**config.mk**
```make
export PLATFORM = sky130hd
export DESIGN_NAME = exc_commit
export DESIGN_NICKNAME = d
export VERILOG_FILES = /design/src/rtl/exc_commit.sv
export SDC_FILE = /design/constraint.sdc
export NUM_CORES = 1
export LEC_CHECK = 0
export ABC_AREA = 1
export CORE_UTILIZATION = 35
export DETAILED_ROUTE_END_ITERATION = 10
export DONT_BUFFER_PORTS = 1
export GPL_TIMING_DRIVEN = 0
export PLACE_DENSITY = 0.56
export SYNTH_ARGS = -nofsm -noshare
export SYNTH_HDL_FRONTEND = slang
export SYNTH_SLANG_ARGS = --single-unit
```
**constraint.sdc**
```tcl
create_clock -name clk -period 1.5 [get_ports clk]
set_clock_uncertainty 0.05 [all_clocks]
set_input_delay 0.375 -clock clk [delete_from_list [all_inputs] [get_ports clk]]
set_output_delay 0.375 -clock clk [all_outputs]
set_load 0.02 [all_outputs]
```
**src/rtl/exc_commit.sv**
```systemverilog
// Exception commit at the MEM/WB boundary: prioritises exception flags
// and pending interrupts, and issues one-cycle CP0 strobes and flushes.
//
// Ports:
//   clk, resetn             clock, async active-low reset
//   cm_valid / cm_ready     commit handshake; accept = cm_valid & cm_ready
//   cm_*                    committing instruction: pc, bd, exception flags,
//                           data address, eret, mtc0 address and data
//   div_busy                divide in flight; commit of a fault waits on it
//   status_*, cause_ip      CP0 state used to detect a pending interrupt
//   epc_in                  current EPC, used as the eret redirect target
//   cp0_ex, cp0_excode,
//   cp0_bd, cp0_pc,
//   cp0_badvaddr            exception strobe and its fields
//   eret_flush              eret strobe
//   cp0_we, cp0_addr,
//   cp0_wdata               mtc0 write strobe
//   flush, flush_pc         pipeline flush and redirect target
//   exc_cnt                 saturating count of exception strobes
module exc_commit #(
    parameter logic [31:0] EX_VEC = 32'hBFC00380
) (
    input  logic        clk,
    input  logic        resetn,
    input  logic        cm_valid,
    output logic        cm_ready,
    input  logic [31:0] cm_pc,
    input  logic        cm_bd,
    input  logic        cm_adel_if,
    input  logic        cm_ri,
    input  logic        cm_ov,
    input  logic        cm_sys,
    input  logic        cm_bp,
    input  logic        cm_adel_ld,
    input  logic        cm_ades_st,
    input  logic [31:0] cm_daddr,
    input  logic        cm_eret,
    input  logic        cm_mtc0,
    input  logic [4:0]  cm_cp0_addr,
    input  logic [31:0] cm_cp0_wdata,
    input  logic        div_busy,
    input  logic        status_ie,
    input  logic        status_exl,
    input  logic [7:0]  status_im,
    input  logic [7:0]  cause_ip,
    input  logic [31:0] epc_in,
    output logic        cp0_ex,
    output logic [4:0]  cp0_excode,
    output logic        cp0_bd,
    output logic [31:0] cp0_pc,
    output logic [31:0] cp0_badvaddr,
    output logic        eret_flush,
    output logic        cp0_we,
    output logic [4:0]  cp0_addr,
    output logic [31:0] cp0_wdata,
    output logic        flush,
    output logic [31:0] flush_pc,
    output logic [15:0] exc_cnt
);

    typedef enum logic [1:0] {
        IDLE,
        WAIT_DIV,
        FLUSH
    } state_t;

    state_t      state;

    logic        int_pend;
    logic        has_exc;
    logic [4:0]  code_d;
    logic [31:0] badv_d;

    logic [31:0] pc_q;
    logic        bd_q;
    logic [4:0]  code_q;
    logic [31:0] badv_q;
    logic        eret_q;

    logic        ex_q;
    logic        erf_q;
    logic        we_q;
    logic [4:0]  addr_q;
    logic [31:0] wdata_q;
    logic [15:0] cnt_q;

    assign int_pend = status_ie & ~status_exl & (|(status_im & cause_ip));

    // Priority chain: flags may overlap, so the first match wins.
    always_comb begin
        has_exc = 1'b1;
        code_d  = 5'h00;
        badv_d  = 32'h0;
        if (int_pend) begin
            code_d = 5'h00;
        end else if (cm_adel_if) begin
            code_d = 5'h04;
            badv_d = cm_pc;
        end else if (cm_ri) begin
            code_d = 5'h0a;
        end else if (cm_ov) begin
            code_d = 5'h0c;
        end else if (cm_sys) begin
            code_d = 5'h08;
        end else if (cm_bp) begin
            code_d = 5'h09;
        end else if (cm_adel_ld) begin
            code_d = 5'h04;
            badv_d = cm_daddr;
        end else if (cm_ades_st) begin
            code_d = 5'h05;
            badv_d = cm_daddr;
        end else begin
            has_exc = 1'b0;
        end
    end

    always_ff @(posedge clk or negedge resetn) begin
        if (!resetn) begin
            state   <= IDLE;
            pc_q    <= 32'h0;
            bd_q    <= 1'b0;
            code_q  <= 5'h0;
            badv_q  <= 32'h0;
            eret_q  <= 1'b0;
            ex_q    <= 1'b0;
            erf_q   <= 1'b0;
            we_q    <= 1'b0;
            addr_q  <= 5'h0;
            wdata_q <= 32'h0;
            cnt_q   <= 16'h0;
        end else begin
            ex_q    <= 1'b0;
            erf_q   <= 1'b0;
            we_q    <= 1'b0;
            addr_q  <= 5'h0;
            wdata_q <= 32'h0;
            if (ex_q && cnt_q != 16'hFFFF) begin
                cnt_q <= cnt_q + 16'd1;
            end
            case (state)
                IDLE: begin
                    if (cm_valid) begin
                        if (has_exc || cm_eret) begin
                            // eret only takes the eret path when no
                            // exception outranks it.
                            pc_q   <= cm_pc;
                            bd_q   <= cm_bd;
                            code_q <= code_d;
                            badv_q <= badv_d;
                            eret_q <= ~has_exc;
                            if (div_busy) begin
                                state <= WAIT_DIV;
                            end else begin
                                state <= FLUSH;
                                ex_q  <= has_exc;
                                erf_q <= ~has_exc;
                            end
                        end else if (cm_mtc0) begin
                            we_q    <= 1'b1;
                            addr_q  <= cm_cp0_addr;
                            wdata_q <= cm_cp0_wdata;
                        end
                    end
                end
                WAIT_DIV: begin
                    if (!div_busy) begin
                        state <= FLUSH;
                        ex_q  <= ~eret_q;
                        erf_q <= eret_q;
                    end
                end
                FLUSH: begin
                    state <= IDLE;
                end
                default: begin
                    state <= IDLE;
                end
            endcase
        end
    end

    assign cm_ready     = resetn & (state == IDLE);
    assign cp0_ex       = ex_q;
    assign eret_flush   = erf_q;
    assign cp0_excode   = ex_q ? code_q : 5'h0;
    assign cp0_bd       = ex_q & bd_q;
    assign cp0_pc       = ex_q ? pc_q : 32'h0;
    assign cp0_badvaddr = ex_q ? badv_q : 32'h0;
    assign cp0_we       = we_q;
    assign cp0_addr     = addr_q;
    assign cp0_wdata    = wdata_q;
    assign flush        = ex_q | erf_q;
    // EPC is taken live in the flush cycle so a late mtc0 to EPC is seen.
    assign flush_pc     = ex_q  ? EX_VEC :
                          erf_q ? epc_in : 32'h0;
    assign exc_cnt      = cnt_q;

endmodule
```
==> results.md <==
- Worst path slowest cell: dfrtp_2
- Clock power share: 42.7%
- Cell mode on critical path: clkbuf_16
- Wire per inst: 17.44 um
- Crit path cell chain: clkbuf_16, inv_2, clkbuf_16, nand2_2
- Die area: 20080 um2
- Post-CTS Hold Fix Bufs: 28
- Unrepaired setup endpoints after global routing: true
- Max-cap violation count: 0
- Critical Path Fanout Max: 10
- Proportion of synthesized chip area in sequential cells: 46.89%
- Residual DRC count: 0
- Core area: 18890 um2
- Dpl hpwl: 16.39 mm
- Worst hold slack: -404.0 ps
- H-tree level count: 4
- Number of synthesized register bits: 128
- Largest stage delay, worst path: 530 ps
- First-pass GRT wire length: 34.04 mm
- Synthesized area per cell: 6.985 um2
- Final Slew Violations: 0
- VDD IR max: 0.7643 mV
- Setup Viol. Count Final: 149
- Status: finished, violations left
- Fin cells: 1316
- Final hold vios: 128
- Design area: 9123 um2
- Nets: 1208
- Drt via density: 4.735
- Port bufs: 0
- I/O Pins: 325
- Vias in the first global route: 5985
- Synth cell count leaders: 426 x nand2_1, 130 x inv_1, 128 x dfrtp_1
- Dpl cells: 1238
- Tcrit/Tclk final: 135.0%
- Clk slew on worst S/H paths: 60 ps
- Synth top area cells: dfrtp_1 47%, nand2_1 23%, inv_1 7.1%, nand3_1 5.9%, nand3b_1 3.8%
- GPL Wtd Cong: 0.8539
- Cell count after synthesis: 978
- Post-synth top area cell: dfrtp_1
- Root Buffer: clkbuf_16
- Die width: 141.7 um
- Seq pwr share: 41.2%
- Max Freq: 493.9 MHz
- Worst reg-to-reg path cell count: 9
- Starting Density: 36.16%
- Required @ worst endpoint: 1070 ps
- Largest net degree at the start of global routing: 130
- Top_reg_cell synth: dfrtp_1
- Filler cells: 1895
- Clock buffer depth: 2
- Cell-internal power: 0.007089 W
- Kind of critical path: flop to output pin
- DR iter-0 viols: 285
- Detailed Route WL: 22.95 mm
- Hold Crit Class: primary input to asynchronous set/reset pin
- Count leader, synth: nand2_1
- Initial antenna violation count: 1
- Die Span Y: 141.7 um
- Via count: 6231
- CTS tree: done
- TNS Setup: -49640 ps
- Syn_nets: 1144
- Cell Area, Placed: 7451 um2
- TritonCTS Buffers: 17
- GRT Total Usage: 22.58%
- Fraction of registers with async set/reset: 100.0%
- GR Overflow Total: 0
- Leakage: 4.878 nW
- Skew-Pair Late Insertion Delay: 420 ps
- Share of the synthesized area in the top cell type: 46.89%
- Pre-Repair DR Iteration Count: 5
- Setup WS post-layout: -524.9 ps
- Yosys warning total: 0
- Sw frac: 30.34%
- Row cnt: 50
- Util after Layout: 48.28%
- Crit end category: output pin
- Layout overhead on the synthesized area: 33.53%
- Startpoint types: flop
- Mapped Area: 6832 um2
- Clock sinks: 128
- Failing checks: hold timing, setup timing
- Min cycle time layout: 2025 ps
- PD cells: 1115 nW/um2
- NetSw: 0.003087 W
- Antenna-violating nets left: 0
- Distinct cell type count after synthesis: 29
- EDFF count, synth: 0
- Layout cells sized above 1: 26.16%
- Worst EP arrival: 1600 ps
- Comb pwr share: 16.0%
==> routing by layer <==
| metal | vias to the layer above | wire, um | track usage, % |
|---|---|---|---|
| met1 | 2876 | 9170 | 26.66 |
| met3 | 26 | 1899 | 7.830 |
| met4 | 0 | 503 | 7.357 |
| met2 | 274 | 11380 | 38.32 |
| li1 | 3055 | - | - |
| met5 | - | 0 | 0 |
==> logic make-up after synthesis <==
| family | share of synthesized area (%) |
|---|---|
| compound gates | 0.9708 |
| xor+xnor | 0.7692 |
| fa+ha+maj | 0.1831 |
| buf+inv | 11.39 |
| flops | 46.89 |
| other cells | 0.05489 |
| simple gates | 39.74 |
==> critical path: cells and delay by family (launching register included) <==
family	cells	cell delay [ps]
flops	1	530
simple gates	1	170
buf+inv	3	480
==> cells in the final DEF (no fill, tap or decap), types with 4 or more instances in the layout <==
cell	synthesis	routed
xor2_1	4	4
inv_1	130	60
nor3_1	7	6
buf_4	8	8
nand2_2	3	12
inv_2	3	68
nor2_4	0	43
inv_4	0	4
nand2_1	426	410
nand4_1	5	5
nand3_1	80	79
buf_6	2	15
nand3b_1	35	35
clkbuf_1	24	4
clkbuf_8	0	10
nand2_4	0	6
buf_8	0	6
nor2_2	9	16
nor2_1	68	18
a21oi_1	6	5
dfrtp_2	0	12
dfrtp_1	128	116
buf_2	16	16
clkbuf_16	0	26
dlygate4sd3_1	0	28
==> area by class of cell <==
cell class                      count  area [um2]  area share, %
Timing Repair Buffer               45       508.0          5.569
Clock buffer                       19       442.9          4.855
Antenna cell                        1       2.502        0.02743
Multi-Input combinational cell    660        3339          36.61
Tap cell                          260       325.3          3.566
Inverter                          133       514.2          5.637
Sequential cell                   128        3218          35.28
Buffer                             57       609.3          6.679
Clock inverter                     13       162.7          1.783
==> power groups by stage <==
stage | sequential (W) | clock (W) | combinational (W)
2_1_floorplan | 0.00416 | 0 | 0.00109
6_report | 0.00420 | 0.00435 | 0.00163
3_5_place_dp | 0.00424 | 0 | 0.00136
5_1_grt | 0.00424 | 0.00459 | 0.00181
4_1_cts | 0.00419 | 0.00443 | 0.00157
3_3_place_gp | 0.00424 | 0 | 0.00135
==> state kept, by name, indices dropped and copies added, names as in the netlist <==
| signal | cells |
|---|---|
| badv_q | 32 |
| bd_q | 1 |
| code_q | 4 |
| cp0_addr | 5 |
| cp0_ex | 1 |
| cp0_wdata | 32 |
| cp0_we | 1 |
| eret_flush | 1 |
| eret_q | 1 |
| exc_cnt | 16 |
| pc_q | 32 |
| state | 2 |
==> metrics by stage <==
step / power, W / setup slack, ps
3_5_place_dp: 0.005601 / -572.6
3_3_place_gp: 0.005587 / -532.7
6_report: 0.01018 / -524.9
4_1_cts: 0.01020 / -535.1
2_1_floorplan: 0.005256 / -88.41
5_1_grt: 0.01065 / -562.8
==> path summary, 6_finish.rpt <==
kind	start	to	slack (ps)
worst max-delay path	cp0_ex	flush_pc[24]	-520
worst min-delay path	resetn	exc_cnt[2]	-400
worst max register to register	exc_cnt[0]	exc_cnt[2]	-200
worst min register to register	pc_q[10]	pc_q[10]	420
max in group asynchronous	resetn	pc_q[18]	1510
min in group clk	cm_cp0_addr[2]	cp0_addr[2]	20
==> what timing repair did <==
action                                 in CTS  in global routing
resized for setup                         140                 96
pin swaps                                  29                  7
buffers inserted                            8                  2
cloned                                      4                  4
setup endpoints to repair                 204                197
endpoints found under the hold margin     156                128
(Power assumes the default switching activity.)
